==> config.mk <==
export PLATFORM = sky130hd
export DESIGN_NAME = branch_predictor
export DESIGN_NICKNAME = d
export VERILOG_FILES = /design/src/rtl/branch_predictor.sv
export SDC_FILE = /design/constraint.sdc
export NUM_CORES = 2
export LEC_CHECK = 0
export ABC_AREA = 1
export ABC_CLOCK_PERIOD_IN_PS = 3600
export CAP_MARGIN = 30
export CORE_ASPECT_RATIO = 0.5
export CORE_UTILIZATION = 58
export CTS_BUF_LIST = sky130_fd_sc_hd__clkbuf_4
export CTS_CLUSTER_DIAMETER = 200
export DETAILED_ROUTE_END_ITERATION = 10
export PLACE_DENSITY = 0.81
export RECOVER_POWER = 50
export SLEW_MARGIN = 40
export SYNTH_ARGS = -nofsm -noshare
export SYNTH_HDL_FRONTEND = slang
export SYNTH_SLANG_ARGS = --single-unit
==> constraint.sdc <==
create_clock -name clk -period 3.6 [get_ports clk]
set_input_delay 0.72 -clock clk [delete_from_list [all_inputs] [get_ports clk]]
set_output_delay 0.72 -clock clk [all_outputs]
set_load 0.05 [all_outputs]
==> src/rtl/branch_predictor.sv <==
// Direct-mapped 2-bit counter + BTB predictor: zero-latency combinational lookup, training on the clock edge, no backpressure.
// Define BP_STATS_EN to build the resolved-branch and mispredict counters; otherwise both stat outputs read 0.
module branch_predictor #(
  parameter int XLEN    = 32,
  parameter int ENTRIES = 16
) (
  input  logic            clk,
  input  logic            rst_n,
  input  logic [XLEN-1:0] F_pc,
  output logic            F_BP_taken,
  output logic [XLEN-1:0] F_BP_target,
  input  logic            EX_upd,
  input  logic [XLEN-1:0] EX_pc,
  input  logic            EX_true_taken,
  input  logic [XLEN-1:0] EX_target,
  input  logic            EX_BP_taken,
  output logic [31:0]     stat_branches,
  output logic [31:0]     stat_mispredicts
);

  localparam int IDXW = $clog2(ENTRIES);
  localparam int TAGW = XLEN - IDXW;

  logic            valid_q  [ENTRIES];
  logic [TAGW-1:0] tag_q    [ENTRIES];
  logic [1:0]      ctr_q    [ENTRIES];
  logic [XLEN-1:0] target_q [ENTRIES];

  logic [IDXW-1:0] f_idx;
  logic [TAGW-1:0] f_tag;
  logic            f_hit;
  logic [IDXW-1:0] ex_idx;
  logic [TAGW-1:0] ex_tag;
  logic            ex_hit;

  assign f_idx  = F_pc[IDXW-1:0];
  assign f_tag  = F_pc[XLEN-1:IDXW];
  assign ex_idx = EX_pc[IDXW-1:0];
  assign ex_tag = EX_pc[XLEN-1:IDXW];

  // Lookup reads only registered state, so an update in flight is not visible until the next cycle.
  assign f_hit       = valid_q[f_idx] && (tag_q[f_idx] == f_tag);
  assign F_BP_taken  = f_hit && ctr_q[f_idx][1];
  assign F_BP_target = F_BP_taken ? target_q[f_idx] : F_pc + XLEN'(1);

  assign ex_hit = valid_q[ex_idx] && (tag_q[ex_idx] == ex_tag);

  always_ff @(posedge clk or negedge rst_n) begin
    if (!rst_n) begin
      for (int i = 0; i < ENTRIES; i++) begin
        valid_q[i]  <= 1'b0;
        tag_q[i]    <= '0;
        ctr_q[i]    <= 2'b01;
        target_q[i] <= '0;
      end
    end else if (EX_upd) begin
      if (ex_hit) begin
        if (EX_true_taken) begin
          if (ctr_q[ex_idx] != 2'b11) ctr_q[ex_idx] <= ctr_q[ex_idx] + 2'd1;
          target_q[ex_idx] <= EX_target;
        end else if (ctr_q[ex_idx] != 2'b00) begin
          ctr_q[ex_idx] <= ctr_q[ex_idx] - 2'd1;
        end
      end else if (EX_true_taken) begin
        // Allocation evicts whatever aliased entry held this index.
        valid_q[ex_idx]  <= 1'b1;
        tag_q[ex_idx]    <= ex_tag;
        ctr_q[ex_idx]    <= 2'b10;
        target_q[ex_idx] <= EX_target;
      end
    end
  end

`ifdef BP_STATS_EN
  always_ff @(posedge clk or negedge rst_n) begin
    if (!rst_n) begin
      stat_branches    <= '0;
      stat_mispredicts <= '0;
    end else if (EX_upd) begin
      stat_branches <= stat_branches + 32'd1;
      if (EX_BP_taken != EX_true_taken) stat_mispredicts <= stat_mispredicts + 32'd1;
    end
  end
`else
  logic unused_bp_taken;
  assign unused_bp_taken  = EX_BP_taken;
  assign stat_branches    = '0;
  assign stat_mispredicts = '0;
`endif

endmodule

Word-level counts from Yosys, hierarchy flattened
Cells that the tools add are included.
W data, S select, Z words.
{"block": "classes", "add_sub_neg": 3, "magnitude_cmp": 3, "eq_ne": 4, "mux": 39, "bitwise": 7, "reduce_logical": 10}
{"operator": "$bwmux W512", "n": 1}
{"operator": "$bwmux W448", "n": 1}
{"operator": "$mux W32", "n": 9}
{"operator": "$bmux W28 S4", "n": 2}
{"operator": "$mux W28", "n": 5}
{"operator": "$bmux W32 S4", "n": 1}
{"operator": "$demux W32 S4", "n": 1}
{"operator": "$demux W28 S4", "n": 1}
{"operator": "$bwmux W32", "n": 2}
{"operator": "$eq A28 B28 Y1", "n": 2}
{"operator": "$add A32 B1 Y32 const B", "n": 1}
{"operator": "$or A16 B16 Y16", "n": 2}
{"operator": "$and A16 B16 Y16", "n": 1}
{"operator": "$bmux W2 S4", "n": 2}
{"operator": "$not A16 Y16", "n": 1}
{"operator": "$ge A5 B5 Y1 const B", "n": 2}
{"operator": "$mux W2", "n": 5}
{"operator": "$not A4 Y5", "n": 2}
{"operator": "$bmux W1 S4", "n": 2}
{"operator": "$demux W2 S4", "n": 1}
{"operator": "$reduce_bool A2 Y1", "n": 3}
{"operator": "$lt A5 B1 Y1 const B", "n": 1}
{"operator": "$mux W1", "n": 5}
{"operator": "$demux W1 S4", "n": 1}
{"operator": "9 further kinds", "n": 12}
{"block": "word_totals", "regBits": 1008, "input_bits": 101, "out_inout_bits": 97, "elab_cells": 130}

Logic depth before layout (Yosys ltp)
{"block": "logic_depth", "word_depth": 9, "depth_mapped": 25, "ltp_nobuf": 22}

Least setup slack after synthesis
No wires, ideal clock.
{"block": "synth_path", "path_type": "input to output", "start": "in F_pc[0]", "end": "out F_BP_target[0]", "arrival_ns": 3.755, "required_ns": 2.880, "path_slack_ns": -0.875, "cell_stages": 12, "n_path_buf": 7, "cell_sequence": "buf_2 > inv_2 > buf_2 > buf_2 > buf_2 > clkbuf_1 > clkbuf_1 > clkbuf_1 > nor2_1 > o22ai_1 > a221oi_1 > o21ai_0"}
{"block": "synth_via", "elab_chain_len": 8, "elab_cells_between_ends": 18, "cone_classes": "add/sub (1); eq/ne (1); mux (13); bitwise (1); reduce/logical (2)"}
{"item": "start, declared", "line_no": "9", "rtl": "input logic [XLEN-1:0] F_pc,"}
{"item": "$not A4 Y5 (implied by the code)", "line_no": "42, 43, 44"}
{"item": "$bmux W28 S4", "line_no": "42", "rtl": "assign f_hit = valid_q[f_idx] && (tag_q[f_idx] == f_tag);"}
{"item": "$mux W28 (implied by the code) (2 in series)", "line_no": "42"}
{"item": "$eq A28 B28 Y1", "line_no": "42"}
{"item": "$logic_and A1 B1 Y1", "line_no": "42"}
{"item": "$logic_and A1 B1 Y1", "line_no": "43", "rtl": "assign F_BP_taken = f_hit && ctr_q[f_idx][1];"}
{"item": "$mux W32 *", "line_no": "44", "rtl": "assign F_BP_target = F_BP_taken ? target_q[f_idx] : F_pc + XLEN'(1);"}
{"item": "end, declared", "line_no": "11", "rtl": "output logic [XLEN-1:0] F_BP_target,"}
Every way passes the cells marked *; elsewhere a longest branch is shown, timed or not. The select of a mux whose other input is x is not followed.

Worst setup path after layout
{"block": "layout_path", "start": "reg tag_q[185] (netlist bit)", "end": "out F_BP_target[6]"}
{"block": "layout_via", "elab_chain_len": 7}
{"item": "start, declared", "line_no": "25", "rtl": "logic [TAGW-1:0] tag_q [ENTRIES];"}
{"item": "start signal, assigned by index", "line_no": "67", "rtl": "tag_q[ex_idx] <= ex_tag;"}
{"item": "$bmux W28 S4", "line_no": "42"}
{"item": "$mux W28 (implied by the code) (2 in series)", "line_no": "42"}
{"item": "$eq A28 B28 Y1", "line_no": "42"}
{"item": "$logic_and A1 B1 Y1", "line_no": "42"}
{"item": "$logic_and A1 B1 Y1", "line_no": "43"}
{"item": "$mux W32", "line_no": "44"}
No other way between the ends. The select of a mux whose other input is x is not followed.

==> run_results.csv <==
group,metric,value,unit
placement,gp_congestion,1.02,
cells_and_area,final_common_cell,"nand2_1",
synthesis,yosysTopAreaCell,"dfrtp_1",
timing,setup_viol,33,
grt,antenna_found_initial,17,
floorplanning,initial_core_util,58.8,%
synthesis,ys.flop_type,"dfrtp_1",
synthesis,synth_top_area_share,46.3,%
drt,wire_per_inst,21.2,um
cells_and_area,area_growth,19.9,%
cts,cts_made_buffers,223,
timing,timing.fmax,224,MHz
synthesis,ys_types,39,
grt,grt_max_degree,88,
critical_path,crit_required,2880,ps
grt,grt-ovfl-total,0,
cts,cts_root_buffer,"clkbuf_4",
floorplanning,die_h,217,um
drt,vias,54800,
cells_and_area,drive_above_1_share,15.4,%
drt,drtIter0Drc,7817,
critical_path,arrival,3750,ps
drt,drc,0,
floorplanning,pin_count,198,
critical_path,cp_max_fo,8,
synthesis,synth_area_leaders,"dfrtp_1, nand2_1, o21ai_0, inv_1, a21oi_1",
critical_path,r2r-start,"tag_q[179]",
timing,fin_skew,114,ps
timing,fin_setup_tns,-26070,ps
job,drv_cap,9,
floorplanning,dieWidth,432,um
cts,clock_path_buffers,3,
floorplanning,die-area,93700,sq um
power_and_ir_drop,ir_drop,0.000339,V
timing,grt_setup_unrepaired,"true",
min_path,min-delay-start,"EX_target[2]",
floorplanning,core_area,91100,sq um
timing,hold_violations,0,
drt,wl,197000,um
synthesis,async_flop_share,100,%
grt,groute.usage.overall,42.2,%
status,violations,"max-capacitance violations, max-slew violations, negative setup slack",
cts,clk_pin_slew,70,ps
placement,io_buffers,132,
power_and_ir_drop,p_leak,31.4,nW
critical_path,cp-end-kind,"primary output",
synthesis,syn_area,53600,sq um
timing,slew_headroom,-18.1,%
power_and_ir_drop,power_density,491,nW/um^2
synthesis,syn_inst,7451,
cells_and_area,final_cell_mix,"nand2_1, o21ai_0, dfrtp_1",
timing,period_share,124,%
min_path,min_path_type,"input pin to register",
placement,dp_hpwl,127000,um
synthesis,yosysSeqAreaShare,47.1,%
drt,viasPerCell,5.90,
grt,grt_pass1_vias,51600,
critical_path,startpoint,"tag_q[185]",
synthesis,synth_edf_count,0,
cts,htree_levels,4,
cts,cts_tree,"yes",
synthesis,avgSynthCellArea,7.19,sq um
drt,drt_first_pass_iters,7,
critical_path,cp-start-kind,"register",
cts,clk_latency,1310,ps
critical_path,crit_type,"register to primary output",
cts,cts_sinks,1008,
grt,grt_pass1_wl,301000,um
timing,slew_violations,506,
status,status,"complete, but fails checks",
cells_and_area,fin_util,70.5,%
timing,setup_slack,-871,ps
synthesis,yosysWarnings,0,
timing,worst_pin_slew,1770,ps
timing,period_minus_slack,4470,ps
cells_and_area,fin_nets,7977,
synthesis,ys_ff_latch,1008,
drt,ant_nets,0,
floorplanning,num_rows,78,
==> layer usage <==
metal  wire length [um]  up-vias  GRT usage (%)  part of all wire [%]
met5                  0        -              0                     0
met4              11700        0           24.2                   5.9
met3              27600      704           12.3                    14
met2              82300     3664           60.0                    42
met1              75700    25500           57.7                    38
li1                   -    25000              -                     -
==> cell type report <==
cell class	instances	area [sq um]
Timing Repair Buffer	759	7780
Clock inverter	75	395
Multi-Input combinational cell	5347	24800
Antenna cell	21	52.6
Clock buffer	315	2360
Inverter	534	2030
Tap cell	1240	1550
Fill cell	7351	26800
Sequential cell	1008	25200
==> flip-flops by register name, summed over array words and instances, names as in the netlist <==
name,count
target_q,512
tag_q,448
ctr_q,32
valid_q,16
==> power breakdown <==
part	internal (mW)	switching [mW]
registers	13.6	1.28
logic	2.92	4.68
clock network	4.13	4.93
total	20.6	10.9
==> cells by family after synthesis <==
kind of cell	after synthesis	synth area share, %
adders and majority gates	3	0.0701
buffers and inverters	1159	8.95
AOI/OAI and AO/OA	2089	20.4
DFF	1008	47.1
and+or+nand+nor	3160	23.0
other	1	0.00700
xor gates and xnor gates	31	0.507
==> worst paths after layout <==
| check | end | slack, ps | depth (start not counted) |
|---|---|---|---|
| setup / recovery | F_BP_target[6] | -870 | 17 |
| hold / removal | target_q[98] | 90 | 3 |
| setup reg to reg | tag_q[179] | 100 | 27 |
| hold reg to reg | ctr_q[18] | 470 | 2 |
| max in group asynchronous | tag_q[319] | 160 | 5 |
| min in group asynchronous | target_q[363] | 900 | 3 |
==> critical path, cell delays in order (launching register included) <==
cell and delay, ps:
dfrtp_1 350, inv_1 60, a21oi_1 110, o21ai_0 120
nand2_2 130, nand2_1 60, nand2_1 60, inv_1 80
nand3_4 80, nand3_1 110, or2_4 270, nor2_4 120
nand4_1 150, nor2_4 260, clkbuf_16 240, buf_6 110
o21ai_4 50, buf_12 150
==> stage by stage <==
stage,cell area [sq um],power [mW],hold slack [ps],setup slack [ps],cells
after floorplan,54200,19.2,424,1.07,7514
after global placement,60400,21.7,450,-680,8809
after detailed placement,60400,22.0,456,-703,8810
after CTS,64200,31.3,8.76,-894,9281
after global routing,64200,33.3,57.3,-1020,9298
final,64200,31.5,90.4,-871,9299
==> Yosys cell counts (all sizes together) (10+ instances only) <==
cell,count
dfrtp,992
nor2,368
a22oi,16
a221oi,11
a21oi,298
o21a,11
clkbuf,373
nand2,2493
nand4,18
o21ai,1620
xor2,27
o211ai,36
o22ai,35
nor3,17
nand3,248
o221ai,29
inv,532
buf,252
a32o,10
dfstp,16
==> timing repair <==
action	in CTS	in global routing
endpoints found under the setup margin	33	35
setup buffers	76	11
pin swaps	24	61
resized for setup	120	118
hold buffers	4	0
cloned	2	4
endpoints found under the hold margin	534	0
Power figures use the tool's default switching activity.
